===== src/rtl/draw_scheduler_if.sv =====
// Signal bundle between the frame sequencer, the three drawing engines and
// the VGA adapter plot port. The scheduler uses the slave view and its
// environment uses the master view.
//
// Handshake semantics:
//  - frame_tick is a one-cycle request that is accepted only while busy is low.
//  - start[i] is a one-cycle command to engine i.
//  - done[i] is honoured only while grant[i] is high and not in the start cycle.
//  - req_plot[i] is a write strobe that is forwarded only while grant[i] is high.
interface draw_scheduler_if #(
    parameter int X_W = 9,
    parameter int Y_W = 8,
    parameter int C_W = 3
) ();
    logic               frame_tick;
    logic [2:0]         phase_en;
    logic [2:0]         start;
    logic [2:0]         done;
    logic [3*X_W-1:0]   req_x;
    logic [3*Y_W-1:0]   req_y;
    logic [3*C_W-1:0]   req_colour;
    logic [2:0]         req_plot;
    logic [X_W-1:0]     x;
    logic [Y_W-1:0]     y;
    logic [C_W-1:0]     colour;
    logic               plot;
    logic [2:0]         grant;
    logic               busy;
    logic               frame_done;
    logic               overrun;
    logic [2:0]         timeout_err;

    modport slave (
        input  frame_tick, phase_en, done, req_x, req_y, req_colour, req_plot,
        output start, x, y, colour, plot, grant, busy, frame_done, overrun,
               timeout_err
    );

    modport master (
        output frame_tick, phase_en, done, req_x, req_y, req_colour, req_plot,
        input  start, x, y, colour, plot, grant, busy, frame_done, overrun,
               timeout_err
    );
endinterface


===== src/rtl/draw_scheduler.sv =====
// Per-frame sequencer and pixel write-port arbiter. Each accepted frame_tick
// runs the enabled engines in order 0 (clear), 1 (tiles), 2 (score), granting
// the single plot port to one engine at a time, with a per-phase timeout.
module draw_scheduler #(
    parameter int X_W     = 9,
    parameter int Y_W     = 8,
    parameter int C_W     = 3,
    parameter int TIMEOUT = 100000
) (
    input  logic             clk,
    input  logic             resetn,
    draw_scheduler_if.slave  bus,
    output logic [2:0]       dbg_state_o
);

    // TIMEOUT must be at least 2 so the timeout cannot fire in a start cycle.
    localparam int CNT_W = (TIMEOUT > 2) ? $clog2(TIMEOUT) : 1;
    localparam logic [CNT_W-1:0] CNT_LAST = CNT_W'(TIMEOUT - 1);

    typedef enum logic [2:0] {
        S_IDLE = 3'd0,
        S_P0   = 3'd1,
        S_P1   = 3'd2,
        S_P2   = 3'd3,
        S_FIN  = 3'd4
    } state_t;

    state_t           state_q, state_d;
    logic             first_q, first_d;
    logic [2:0]       en_q, en_d;
    logic [CNT_W-1:0] cnt_q, cnt_d;
    logic [2:0]       terr_q, terr_d;
    logic [2:0]       grant_q;
    logic             fdone_q;
    logic             overrun_q;
    logic [X_W-1:0]   x_q;
    logic [Y_W-1:0]   y_q;
    logic [C_W-1:0]   colour_q;
    logic             plot_q;

    logic [1:0]       cur_idx;
    logic             sel_plot;
    logic [X_W-1:0]   sel_x;
    logic [Y_W-1:0]   sel_y;
    logic [C_W-1:0]   sel_colour;

    function automatic state_t phase_of(input int i);
        case (i)
            0:       return S_P0;
            1:       return S_P1;
            default: return S_P2;
        endcase
    endfunction

    // Lowest enabled phase with index >= lo, or FIN when none remains.
    function automatic state_t next_phase(input logic [2:0] en, input int lo);
        state_t r;
        r = S_FIN;
        for (int j = 2; j >= 0; j--) begin
            if (j >= lo && en[j]) r = phase_of(j);
        end
        return r;
    endfunction

    function automatic logic [2:0] grant_of(input state_t s);
        case (s)
            S_P0:    return 3'b001;
            S_P1:    return 3'b010;
            S_P2:    return 3'b100;
            default: return 3'b000;
        endcase
    endfunction

    // Index of the engine owning the current phase.
    always_comb begin
        cur_idx = 2'd0;
        case (state_q)
            S_P1:    cur_idx = 2'd1;
            S_P2:    cur_idx = 2'd2;
            default: cur_idx = 2'd0;
        endcase
    end

    // Next-state logic: phase sequencing, timeout counting and error capture.
    always_comb begin
        state_d = state_q;
        first_d = 1'b0;
        en_d    = en_q;
        cnt_d   = cnt_q;
        terr_d  = terr_q;
        case (state_q)
            S_IDLE: begin
                if (bus.frame_tick) begin
                    en_d    = bus.phase_en;
                    terr_d  = 3'b000;
                    state_d = next_phase(bus.phase_en, 0);
                end
            end
            S_P0, S_P1, S_P2: begin
                // Saturate so a stuck phase never wraps back to zero.
                if (cnt_q != CNT_LAST) cnt_d = cnt_q + 1'b1;
                if (!first_q) begin
                    // done takes priority over a coincident timeout.
                    if (bus.done[cur_idx]) begin
                        state_d = next_phase(en_q, int'(cur_idx) + 1);
                    end else if (cnt_q == CNT_LAST) begin
                        terr_d[cur_idx] = 1'b1;
                        state_d = next_phase(en_q, int'(cur_idx) + 1);
                    end
                end
            end
            S_FIN:   state_d = S_IDLE;
            default: state_d = S_IDLE;
        endcase
        // Entering a new phase: flag its start cycle and restart the counter.
        if (state_d != state_q && grant_of(state_d) != 3'b000) begin
            first_d = 1'b1;
            cnt_d   = '0;
        end
    end

    // Control registers; grant is registered alongside the state.
    always_ff @(posedge clk) begin
        if (!resetn) begin
            state_q   <= S_IDLE;
            first_q   <= 1'b0;
            en_q      <= 3'b000;
            cnt_q     <= '0;
            terr_q    <= 3'b000;
            grant_q   <= 3'b000;
            fdone_q   <= 1'b0;
            overrun_q <= 1'b0;
        end else begin
            state_q   <= state_d;
            first_q   <= first_d;
            en_q      <= en_d;
            cnt_q     <= cnt_d;
            terr_q    <= terr_d;
            grant_q   <= grant_of(state_d);
            fdone_q   <= (state_q == S_FIN);
            overrun_q <= bus.frame_tick && (state_q != S_IDLE);
        end
    end

    // Select the granted engine's pixel; ungranted strobes are dropped.
    always_comb begin
        sel_plot   = 1'b0;
        sel_x      = '0;
        sel_y      = '0;
        sel_colour = '0;
        for (int i = 0; i < 3; i++) begin
            if (grant_q[i] && bus.req_plot[i]) begin
                sel_plot   = 1'b1;
                sel_x      = bus.req_x[i*X_W +: X_W];
                sel_y      = bus.req_y[i*Y_W +: Y_W];
                sel_colour = bus.req_colour[i*C_W +: C_W];
            end
        end
    end

    // Registered pixel port; coordinates hold while no pixel is written.
    always_ff @(posedge clk) begin
        if (!resetn) begin
            x_q      <= '0;
            y_q      <= '0;
            colour_q <= '0;
            plot_q   <= 1'b0;
        end else begin
            plot_q <= sel_plot;
            if (sel_plot) begin
                x_q      <= sel_x;
                y_q      <= sel_y;
                colour_q <= sel_colour;
            end
        end
    end

    assign bus.start       = first_q ? grant_q : 3'b000;
    assign bus.grant       = grant_q;
    assign bus.busy        = (state_q != S_IDLE);
    assign bus.frame_done  = fdone_q;
    assign bus.overrun     = overrun_q;
    assign bus.timeout_err = terr_q;
    assign bus.x           = x_q;
    assign bus.y           = y_q;
    assign bus.colour      = colour_q;
    assign bus.plot        = plot_q;
    assign dbg_state_o     = state_q;

endmodule


===== src/flat_wrapper.sv =====
// flat-port wrapper written by rule: the top's interface ports become plain ports
module draw_scheduler_flat 
#(
    parameter int X_W     = 9,
    parameter int Y_W     = 8,
    parameter int C_W     = 3,
    parameter int TIMEOUT = 100000
)
  (clk, resetn, dbg_state_o, bus_frame_tick, bus_phase_en, bus_done, bus_req_x, bus_req_y, bus_req_colour, bus_req_plot, bus_start, bus_x, bus_y, bus_colour, bus_plot, bus_grant, bus_busy, bus_frame_done, bus_overrun, bus_timeout_err);
  draw_scheduler_if #(.X_W(X_W), .Y_W(Y_W), .C_W(C_W)) bus_i ();
  input  logic clk;
  input  logic resetn;
  output logic [2:0] dbg_state_o;
  input wire logic [$bits(bus_i.frame_tick)-1:0] bus_frame_tick;
  input wire logic [$bits(bus_i.phase_en)-1:0] bus_phase_en;
  input wire logic [$bits(bus_i.done)-1:0] bus_done;
  input wire logic [$bits(bus_i.req_x)-1:0] bus_req_x;
  input wire logic [$bits(bus_i.req_y)-1:0] bus_req_y;
  input wire logic [$bits(bus_i.req_colour)-1:0] bus_req_colour;
  input wire logic [$bits(bus_i.req_plot)-1:0] bus_req_plot;
  output wire logic [$bits(bus_i.start)-1:0] bus_start;
  output wire logic [$bits(bus_i.x)-1:0] bus_x;
  output wire logic [$bits(bus_i.y)-1:0] bus_y;
  output wire logic [$bits(bus_i.colour)-1:0] bus_colour;
  output wire logic [$bits(bus_i.plot)-1:0] bus_plot;
  output wire logic [$bits(bus_i.grant)-1:0] bus_grant;
  output wire logic [$bits(bus_i.busy)-1:0] bus_busy;
  output wire logic [$bits(bus_i.frame_done)-1:0] bus_frame_done;
  output wire logic [$bits(bus_i.overrun)-1:0] bus_overrun;
  output wire logic [$bits(bus_i.timeout_err)-1:0] bus_timeout_err;
  assign bus_i.frame_tick = bus_frame_tick;
  assign bus_i.phase_en = bus_phase_en;
  assign bus_i.done = bus_done;
  assign bus_i.req_x = bus_req_x;
  assign bus_i.req_y = bus_req_y;
  assign bus_i.req_colour = bus_req_colour;
  assign bus_i.req_plot = bus_req_plot;
  assign bus_start = bus_i.start;
  assign bus_x = bus_i.x;
  assign bus_y = bus_i.y;
  assign bus_colour = bus_i.colour;
  assign bus_plot = bus_i.plot;
  assign bus_grant = bus_i.grant;
  assign bus_busy = bus_i.busy;
  assign bus_frame_done = bus_i.frame_done;
  assign bus_overrun = bus_i.overrun;
  assign bus_timeout_err = bus_i.timeout_err;
  draw_scheduler #(.X_W(X_W), .Y_W(Y_W), .C_W(C_W), .TIMEOUT(TIMEOUT)) u_core (.clk(clk), .resetn(resetn), .bus(bus_i), .dbg_state_o(dbg_state_o));
endmodule

===== config.mk =====
export PLATFORM = sky130hd
export DESIGN_NAME = draw_scheduler_flat
export DESIGN_NICKNAME = d
export VERILOG_FILES = /design/src/rtl/draw_scheduler_if.sv /design/src/rtl/draw_scheduler.sv /design/src/flat_wrapper.sv
export SDC_FILE = /design/constraint.sdc
export NUM_CORES = 1
export LEC_CHECK = 0
export ABC_AREA = 1
export BUFFER_PORTS_ARGS = -buffer_cell sky130_fd_sc_hd__buf_2
export CORE_ASPECT_RATIO = 0.9
export CORE_MARGIN = 2
export CORE_UTILIZATION = 45
export DETAILED_ROUTE_END_ITERATION = 10
export GPL_TIMING_DRIVEN = 0
export PLACE_DENSITY = 0.8
export SLEW_MARGIN = 10
export SYNTH_ARGS = -nofsm -noshare
export SYNTH_HDL_FRONTEND = slang
export SYNTH_SLANG_ARGS = --single-unit
export TNS_END_PERCENT = 50

===== constraint.sdc =====
create_clock -name clk -period 3.7 [get_ports clk]
set_input_delay 0.37 -clock clk [delete_from_list [all_inputs] [get_ports clk]]
set_output_delay 0.37 -clock clk [all_outputs]
set_load 0.01 [all_outputs]

==> results of run 1 <==
-- cells in the final DEF (no fill, tap or decap), types with 6 or more instances in the layout --
master	netlist	final
inv_1	47	47
nand2_1	104	104
nand2_2	9	9
buf_2	0	107
nand3_1	11	11
a31oi_1	20	20
nor2_1	61	61
nor3_1	6	6
a21oi_1	22	22
xor2_1	14	14
dfxtp_1	52	52
nor2_4	13	13
clkbuf_1	12	12
-- routing by layer --
metal / share of wire [%] / global-route usage [%]
met1: 45 / 26.38
met2: 47 / 37.05
met3: 7.0 / 4.054
met4: 1.2 / 5.077
met5: 0 / 0
-- tightest hold or removal path, stage by stage --
cell and delay [ns]:
buf_2 0.09, nand2_1 0.05, a31oi_1 0.07
-- layout make-up --
type / instances / share of cell area [%]
clock buffers: 5 / 1.953
clock inverters: 2 / 0.4616
flip-flops and latches: 52 / 29.55
multi-input cells: 291 / 42.90
inverters: 52 / 5.540
well taps: 72 / 2.557
repair buffers: 107 / 15.20
plain buffers: 13 / 1.847
-- state kept, by name, summed over array words and instances (netlist names) --
| register | flops |
|---|---|
| u_core.cnt_q | 17 |
| u_core.bus.x | 9 |
| u_core.bus.y | 8 |
| u_core.bus.colour | 3 |
| u_core.bus.grant | 3 |
| u_core.bus.timeout_err | 3 |
| u_core.dbg_state_o | 3 |
| u_core.en_q | 2 |
| u_core.bus.frame_done | 1 |
| u_core.bus.overrun | 1 |
| u_core.bus.plot | 1 |
| u_core.first_q | 1 |
-- report_power, final --
part / leakage [nW] / total, mW / internal [mW] / switching (mW)
Combinational: 1.20 / 0.374 / 0.142 / 0.232
Sequential: 0.422 / 0.635 / 0.601 / 0.0337
Clock: 0.0406 / 0.323 / 0.132 / 0.191
Total: 1.66 / 1.33 / 0.875 / 0.457
-- kinds of logic after synthesis --
family / count (synthesis) / synth area share [%]
adders and majority gates: 1 / 0.4448
xor gates and xnor gates: 16 / 4.982
DFF: 52 / 37.01
buffers and inverters: 65 / 9.253
and+or+nand+nor: 222 / 37.41
AOI/OAI and AO/OA: 50 / 10.19
muxes: 2 / 0.7118
-- through the flow --
step | std cells | total power, mW | cell area, µm² | hold slack (ns)
after floorplan | 408 | 0.8940 | 2813 | 0.4526
after global placement | 587 | 1.009 | 3438 | 0.4498
after detailed placement | 587 | 1.022 | 3438 | 0.4587
after CTS | 594 | 1.341 | 3523 | 0.3114
after global routing | 594 | 1.416 | 3523 | 0.3188
final | 594 | 1.332 | 3523 | 0.3208
-- final timing paths --
check	startpoint	to	slack, ns	depth (start not counted)
worst max register to register	u_core.cnt_q[0]	u_core.cnt_q[4]	1.65	17
worst min register to register	u_core.bus.timeout_err[1]	u_core.bus.timeout_err[1]	0.47	2
worst min-delay path	bus_req_x[25]	u_core.bus.x[7]	0.32	3
worst max-delay path	u_core.cnt_q[0]	u_core.cnt_q[4]	1.65	17
==> results.ini, run 1 <==
[die]
core_mm2=0.006081
die_area_mm2=0.006899
die_h_um=79
ioPinCount=108
initial_utilization_pct=46.26
die_w_um=87.34
rows=27

[synth]
synth_top_area_cell=dfxtp_1
synth.area.top_cells=dfxtp_1 (37%), nand2_1 (14%), nor2_1 (8.1%)
synth_seq_cells=52
synth_nets=481
synthTopCellsByCount=nand2_1 (104), nor2_1 (61), dfxtp_1 (52), inv_1 (47), a21oi_1 (22)
syn_area_mm2=0.002813
yosysWarningCount=0
synth_most_common_cell=nand2_1
async_reset_ff_share_pct=0
ys_types=30
ys_seq_area_share_pct=37.01
synth_cells=408
synth_edf_count=0
synth_ff_type=dfxtp_1
syn_avg_cell_area_um2=6.894
synth_top_area_share_pct=37.01

[timing]
finalMaxSlewViolations=0
worst_pin_slew_ns=0.5099
fin_crit_ns=2.049
hold_viol_final=0
layout_setup_ws_ns=1.651
slew_headroom_pct=66.01
tns_ns=0
setup_viol_count_final=0
fin_skew_ns=0.01147
rsz0062_at_grt=no
post-route-period-util_pct=55.39
fmax_mhz=488.0

[layout]
layout-area-overhead-vs-synth_pct=25.27
regArea_mm2=0.001041
fin_nets=595
antenna_cells=0
multi_input_area_mm2=0.001511
drive_gt1_share_pct=29.12
nFillCells=589
utilization_pct=57.94

[global_routing]
first_global_vias=2756
overflow=0
grt_max_degree=17
grtUsageTotal_pct=21.08
antenna_found_initial=0
grt_pass1_wl_mm=11.81

[clock_network]
cts-resized-gates=0
postCtsHoldBufs=0
clk_latency_ns=0.31
cts_tree=built
h-tree-depth=2
cts_sinks=52
cts_made_buffers=5
cts-root-buf=clkbuf_8
clkTransAtPathRegs_ns=0.10
cts_setup_buffers=0
clockBufferDepth=2

[placed_design]
gp_congestion=0.8697
dp_slack_ns=1.655
dp_hpwl_mm=5.573
portBuffers=107

[run_status]
run_status=complete, no violations

[worst_setup_path]
cp_slowest_cell=dfxtp_1
critical_path.max_stage_delay_ns=0.39
cp-end-kind=register
worstPathMaxFanout=10
crit_family=simple AND/OR/NAND/NOR gates
crit_chain=ha_1, inv_1, nor2_1, nand2_1, nor2_1, nand2_2, nand2_2, nand2_1, nand2_1, nand3_2, nand2_2, nand2_1, nand3_2, nand2_2, nand2_4, buf_12, nor2_4
cp_num_buf_inv=2
cp.arrival_ns=2.24
worst-setup-path-type=register to register
worst_setup_path_start_kind=register
required_ns=3.90

[pwr]
power_density_mw_per_mm2=378.2
p_leak_nw=1.665
vdd_drop_max_uv=166.0

[drt]
drtAntennaViolNets=0
num_vias=2922
postRouteWirelength_mm=7.014
drt_iter0_drc=152
wire_per_inst_um=11.81
first_pass_iters=4
vias_per_cell=4.919
drc=0

[hold_path]
hp-class=input pin to register

[flow_run]
max-cap-violations=0

Note: power is estimated with default switching activity, not from simulation.
==> run 2, diff against run 1 <==
--- a/config.mk
+++ b/config.mk
@@ -5,14 +5,14 @@
 export SDC_FILE = /design/constraint.sdc
 export NUM_CORES = 1
 export LEC_CHECK = 0
-export ABC_AREA = 1
+export ABC_AREA = 0
 export BUFFER_PORTS_ARGS = -buffer_cell sky130_fd_sc_hd__buf_2
 export CORE_ASPECT_RATIO = 0.9
 export CORE_MARGIN = 2
 export CORE_UTILIZATION = 45
 export DETAILED_ROUTE_END_ITERATION = 10
 export GPL_TIMING_DRIVEN = 0
-export PLACE_DENSITY = 0.8
+export PLACE_DENSITY = 0.83
 export SLEW_MARGIN = 10
 export SYNTH_ARGS = -nofsm -noshare
 export SYNTH_HDL_FRONTEND = slang
==> constraint.sdc (replaced) <==
create_clock -name clk -period 2.1 [get_ports clk]
set_input_delay 0.21 -clock clk [delete_from_list [all_inputs] [get_ports clk]]
set_output_delay 0.21 -clock clk [all_outputs]
set_load 0.01 [all_outputs]
==> run 2 against run 1 <==
Compared with the run above:
- cell area down 8.8%
- via count down 19%
- sequential power up 70%
- clock power up 83%
- clock-buffer cell count up 2
- hold slack worse by 0.15 ns
- critical path depth down 10
- register-to-register slack worse by 1.6 ns
==> results.ini, run 2 <==
[synth]
synthTopCellsByCount=dfxtp_1 (52), nand2_1 (36), nor2_1 (31), a21boi_0 (20), a222oi_1 (20)
synth.area.top_cells=dfxtp_1 (43%), a222oi_1 (8.3%), a21boi_0 (6.2%)
synth_seq_cells=52  ; unchanged
syn_avg_cell_area_um2=9.212  ; +34%
ys_seq_area_share_pct=43.13  ; +6.1 points
synth_ff_type=dfxtp_1
synth_nets=335  ; -30%
synth_edf_count=0  ; unchanged
synth_cells=262  ; -36%
synth_most_common_cell=dfxtp_1
ys_types=42  ; +40%
synth_top_area_cell=dfxtp_1
synth_top_area_share_pct=43.13  ; +6.1 points
syn_area_mm2=0.002414  ; -14%
async_reset_ff_share_pct=0  ; unchanged
yosysWarningCount=0  ; unchanged

[clock_network]
postCtsHoldBufs=0  ; unchanged
cts_made_buffers=5  ; unchanged
clkTransAtPathRegs_ns=0.09  ; about the same
cts_tree=built
cts-root-buf=clkbuf_8
h-tree-depth=2  ; unchanged
clockBufferDepth=2  ; unchanged
clk_latency_ns=0.30  ; about the same
cts_sinks=52  ; unchanged

[die]
core_mm2=0.005224  ; -14%
initial_utilization_pct=46.20  ; -0.052 points
die_area_mm2=0.005966  ; -14%
die_w_um=81.20  ; -7.0%
die_h_um=73.48  ; -7.0%
rows=25  ; -7.4%
ioPinCount=108  ; unchanged

[worst_setup_path]
worst_setup_path_start_kind=register
reg2reg_slack_ns=0.03  ; -1.62 ns
r2r-end=u_core.cnt_q[0]
required_ns=2.30  ; -1.60 ns
cp.arrival_ns=2.28  ; +0.04 ns
r2r_cells=7  ; -10
cp-end-kind=register
worst-setup-path-type=register to register
worstPathMaxFanout=10  ; unchanged
reg2reg_from=u_core.cnt_q[12]

[timing]
fmax_mhz=482.3  ; -1.2%
tns_ns=0  ; unchanged
setup_viol_count_final=0  ; unchanged
slew_headroom_pct=65.43  ; -0.58 points
worst_pin_slew_ns=0.5146  ; +0.004704 ns
fin_skew_ns=0.006747  ; -0.004718 ns
finalMaxSlewViolations=0  ; unchanged
fin_crit_ns=2.074  ; +0.02424 ns
hold_viol_final=0  ; unchanged
post-route-period-util_pct=98.74  ; +43 points
rsz0062_at_grt=yes
whs_ns=0.1673  ; -0.1535 ns

[global_routing]
overflow=0  ; unchanged
first_global_vias=2067  ; -25%
grt_max_degree=16  ; -1
grtUsageTotal_pct=20.25  ; -0.82 points
grt_pass1_wl_mm=9.528  ; -19%
antenna_found_initial=0  ; unchanged

[layout]
regArea_mm2=0.001045  ; +0.36%
final_cell_mix=buf_2 (107), dfxtp_1 (49), nand2_1 (36)
nFillCells=459  ; -22%
layout_commonest_cell=buf_2
antenna_cells=0  ; unchanged
layout-area-overhead-vs-synth_pct=33.13
drive_gt1_share_pct=37.17  ; +8.1 points
fin_nets=454  ; -24%
multi_input_area_mm2=0.001346  ; -11%
largest_reg_flops=17  ; unchanged
top_register=u_core.cnt_q

[drt]
vias_per_cell=5.287  ; +7.5%
drc=0  ; unchanged
drtAntennaViolNets=0  ; unchanged
wire_per_inst_um=14.20  ; +20%
drt_iter0_drc=189  ; +24%
first_pass_iters=6  ; +2
postRouteWirelength_mm=6.378  ; -9.1%
num_vias=2374  ; -19%

[flow_run]
max-cap-violations=0  ; unchanged

[pwr]
vdd_drop_max_uv=455.1  ; +170%
p_leak_nw=1.412  ; -15%
power_density_mw_per_mm2=661.9  ; +75%

[run_status]
run_status=complete, no violations

[hold_path]
min_path_cells=2  ; -1
hp-class=input pin to register
holdPathEnd=u_core.bus.overrun
min-delay-start=bus_frame_tick

[placed_design]
portBuffers=107  ; unchanged
dp_hpwl_mm=4.821  ; -14%
gp_congestion=0.8042  ; -7.5%

==> run 2: cell count changes after synthesis, sizes merged, moves of 5 or more <==
cell | previous run | this run
nor2b | 0 | 8
a31oi | 20 | 2
nand3 | 14 | 7
inv | 50 | 2
and2 | 0 | 5
a222oi | 0 | 20
a21boi | 0 | 20
nand2 | 115 | 36
nor3 | 7 | 2
nor2 | 78 | 31
a21oi | 23 | 5
==> run 2: logic make-up (layout without fill, tap and decap cells) <==
| logic type | after synthesis | in the layout | synth area share (%) |
|---|---|---|---|
| AO/OA/AOI/OAI | 60 | 60 | 22.03 |
| XOR/XNOR | 16 | 16 | 5.806 |
| adder cells (fa/ha/maj) | 1 | 1 | 0.5183 |
| buffers and inverters | 16 | 136 | 2.800 |
| flip-flops | 52 | 52 | 43.13 |
| multiplexers | 4 | 4 | 1.763 |
| AND/OR/NAND/NOR | 113 | 113 | 23.95 |
==> run 2: report_power, final <==
part,internal [mW],leakage (nW),total [mW],switching (mW)
logic,0.216,0.945,0.455,0.239
registers,1.04,0.423,1.08,0.0423
clock network,0.268,0.0445,0.591,0.322
total,1.52,1.41,2.13,0.603
==> run 2: metal layers <==
metal	vias to the layer above	wire (µm)	track usage, %
met5	-	0	0
met4	0	33	5.461
met3	4	280	3.686
met2	62	3311	34.34
met1	1113	2753	26.55
li1	1195	-	-
==> run 2: how the worst max path moves through the flow <==
stage | slack (ns) | from | to | cells past startpoint
after floorplan | 0.07 | u_core.dbg_state_o[0] | u_core.bus.grant[2] | 7
after CTS | 0.02 | u_core.cnt_q[12] | u_core.bus.grant[0] | 7
after global routing | -0.04 | u_core.cnt_q[12] | u_core.cnt_q[0] | 7
final | 0.03 | u_core.cnt_q[12] | u_core.cnt_q[0] | 7
after global placement | -0.10 | u_core.dbg_state_o[0] | u_core.bus.grant[2] | 7
after detailed placement | -0.15 | u_core.dbg_state_o[0] | u_core.bus.grant[2] | 7
==> run 2: metrics by stage <==
stage	utilization [%]	cells	worst slack [ns]	cell area, µm²	power [mW]
2_1_floorplan	-	262	0.06644	2414	1.348
3_3_place_gp	58.06	436	-0.1027	3033	1.513
3_5_place_dp	58.06	436	-0.1453	3033	1.524
4_1_cts	60.60	447	0.01558	3166	2.114
5_1_grt	61.51	449	-0.04156	3213	2.241
6_report	61.51	449	0.02647	3213	2.127
==> run 2: timing repair <==
item                                    in CTS  in global routing
buffers inserted                             4                  2
gates resized for setup                      3                  7
pin swaps                                    2                  3
endpoints found under the setup margin      17                 21
==> run 2: layout make-up <==
type	instances	share of cell area, %
multi-input combinational	194	41.90
clock buffer	7	2.687
buffer	13	1.752
sequential	52	32.52
clock inverter	1	0.2336
tap	67	2.609
inverter	2	0.2336
timing repair buffer	113	18.07
==> run 2: critical path, cell delays in order, from the launching register on <==
cell	delay, ns
dfxtp_2	0.35
or4b_4	0.56
nor4_4	0.27
buf_4	0.19
o21bai_4	0.12
o2111ai_4	0.25
buf_6	0.18
nor2_1	0.05
==> run 3, diff against run 2 <==
--- a/config.mk
+++ b/config.mk
@@ -13,6 +13,7 @@
 export DETAILED_ROUTE_END_ITERATION = 10
 export GPL_TIMING_DRIVEN = 0
 export PLACE_DENSITY = 0.83
+export SETUP_SLACK_MARGIN = 0.5
 export SLEW_MARGIN = 10
 export SYNTH_ARGS = -nofsm -noshare
 export SYNTH_HDL_FRONTEND = slang
==> run 3 against run 2 <==
Compared with the run above:
- critical path type unchanged
- via count increased by 4.2%
- sequential power about the same
- clock-buffer cell count decreased by 2
- flip-flop and latch count unchanged
- total power increased by 7.2%
==> results.ini, run 3 (synthesized netlist as in run 2, its figures left out) <==
[run_status]
run_status=complete, no violations

[drt]
drtAntennaViolNets=0  ; unchanged
drt_iter0_drc=196  ; +3.7%
routed.top_layer=met4
num_vias=2474  ; +4.2%
wl_met2_mm=3.193  ; -3.6%
wl_met1_mm=2.827  ; +2.7%
vias_per_cell=5.402  ; +2.2%
wl_met3_um=352  ; +26%
postRouteWirelength_mm=6.522  ; +2.3%
wire_per_inst_um=14.24  ; +0.25%
first_pass_iters=9  ; +3
drc=0  ; unchanged

[layout]
nFillCells=418  ; -8.9%
fin_nets=463  ; +2.0%
layout-area-overhead-vs-synth_pct=41.16
antenna_cells=0  ; unchanged
drive_gt1_share_pct=45.52  ; +8.4 points
final_cells=458  ; +2.0%
final_cell_mix=buf_2 (108), dfxtp_1 (44), nand2_1 (36)
largest_reg_flops=17  ; unchanged
regArea_mm2=0.001051  ; +0.60%
multi_input_area_mm2=0.001416  ; +5.2%
utilization_pct=65.22  ; +3.7 points
top_register=u_core.cnt_q
stdcell_area_mm2=0.003407  ; +6.0%
layout_commonest_cell=buf_2

[die]
core_mm2=0.005224  ; unchanged
die_h_um=73.48  ; unchanged
initial_utilization_pct=46.20  ; unchanged
die_area_mm2=0.005966  ; unchanged
rows=25  ; unchanged
die_w_um=81.20  ; unchanged
ioPinCount=108  ; unchanged

[clock_network]
cts_sinks=52  ; unchanged
cts_made_buffers=5  ; unchanged
clk_latency_ns=0.31  ; about the same
cts_tree=built
h-tree-depth=2  ; unchanged
clkTransAtPathRegs_ns=0.09  ; about the same
clockBufferDepth=2  ; unchanged
cts-root-buf=clkbuf_8

[placed_design]
portBuffers=107  ; unchanged
gp_congestion=0.8323  ; +3.5%
dpl_cell_area_mm2=0.003045  ; +0.41%
dpl.cell_count=436  ; unchanged
dp_hpwl_mm=4.647  ; -3.6%
dp_slack_ns=-0.09611  ; +0.04922 ns

[worst_setup_path]
worst-setup-path-type=register to register
critPathMostFrequentCell=buf_6
cp-end-kind=register
cp_num_buf_inv=2  ; unchanged
cp_slowest_cell=or4b_4
required_ns=2.30  ; about the same
worst_setup_path_start_kind=register
critical_path.max_stage_delay_ns=0.54  ; -0.02 ns
crit_chain=or4b_4, nor4_4, buf_6, o21bai_4, o2111ai_4, buf_6, nor2_1
worstPathMaxFanout=5  ; -5
cp.arrival_ns=2.27  ; about the same
crit_family=simple AND/OR/NAND/NOR gates

[pwr]
p_leak_nw=1.505  ; +6.6%
power_density_mw_per_mm2=669.1  ; +1.1%
vdd_drop_max_uv=440.7  ; -3.1%
power.total_mw=2.280  ; +7.2%

[timing]
fin_crit_ns=2.064  ; -0.009904 ns
tns_ns=0  ; unchanged
layout_setup_ws_ns=0.03637  ; +0.009905 ns
whs_ns=0.1738  ; +0.006525 ns
hold_viol_final=0  ; unchanged
fmax_mhz=484.6  ; +0.48%
finalMaxSlewViolations=0  ; unchanged
setup_viol_count_final=0  ; unchanged
rsz0062_at_grt=yes
worst_pin_slew_ns=0.5357  ; +0.02114 ns
fin_skew_ns=0.005201  ; -0.001546 ns
slew_headroom_pct=64.01  ; -1.4 points
post-route-period-util_pct=98.27  ; -0.47 points

[global_routing]
overflow=0  ; unchanged
antenna_found_initial=0  ; unchanged
grt_pass1_wl_mm=9.328  ; -2.1%
grt_max_degree=17  ; +1
first_global_vias=2091  ; +1.2%
grtUsageTotal_pct=19.95  ; -0.30 points

[hold_path]
hp-class=input pin to register

[flow_run]
max-cap-violations=0  ; unchanged

run 3: changes by cell type in the layout (fill, tap and decap cells not counted), sizes merged:
| cell | previous run | this run |
|---|---|---|
| bufinv | 0 | 1 |
| clkinv | 0 | 1 |
| buf | 114 | 124 |
| clkbuf | 19 | 16 |
run 3: per-layer routing:
metal	GRT usage [%]	up-vias
met4	8.098	0
met5	0	-
met2	30.30	96
met3	3.686	16
met1	27.94	1142
li1	-	1220
run 3: worst paths after layout:
| check | start | end | slack (ns) | cells past startpoint |
|---|---|---|---|---|
| worst max-delay path | u_core.cnt_q[13] | u_core.cnt_q[0] | 0.04 | 7 |
| worst min-delay path | bus_frame_tick | u_core.bus.overrun | 0.17 | 2 |
| worst max register to register | u_core.cnt_q[13] | u_core.cnt_q[0] | 0.04 | 7 |
| worst min register to register | u_core.bus.colour[0] | u_core.bus.colour[0] | 0.46 | 2 |
run 3: where the power goes:
part	switching [mW]	internal (mW)	total, mW	leakage, nW
combinational	0.269	0.246	0.514	1.03
sequential	0.0399	1.04	1.08	0.426
clock	0.334	0.353	0.687	0.0541
total	0.642	1.64	2.28	1.51
run 3: repair_timing:
item / CTS / global route
setup endpoints to repair: 47 / 48
setup buffers: 7 / 6
gates resized for setup: 12 / 43
gates cloned: 0 / 1
endpoints found under the hold margin: 0 / 0
pin swaps: 10 / 21
hold buffers: 0 / 0
run 3: final cells by class:
| class | count | share of cell area, % |
|---|---|---|
| buffer | 14 | 2.277 |
| clock buffer | 5 | 2.020 |
| clock inverter | 3 | 1.249 |
| inverter | 2 | 0.2203 |
| multi-input combinational | 194 | 41.57 |
| sequential | 52 | 30.85 |
| tap | 67 | 2.461 |
| timing repair buffer | 121 | 19.35 |
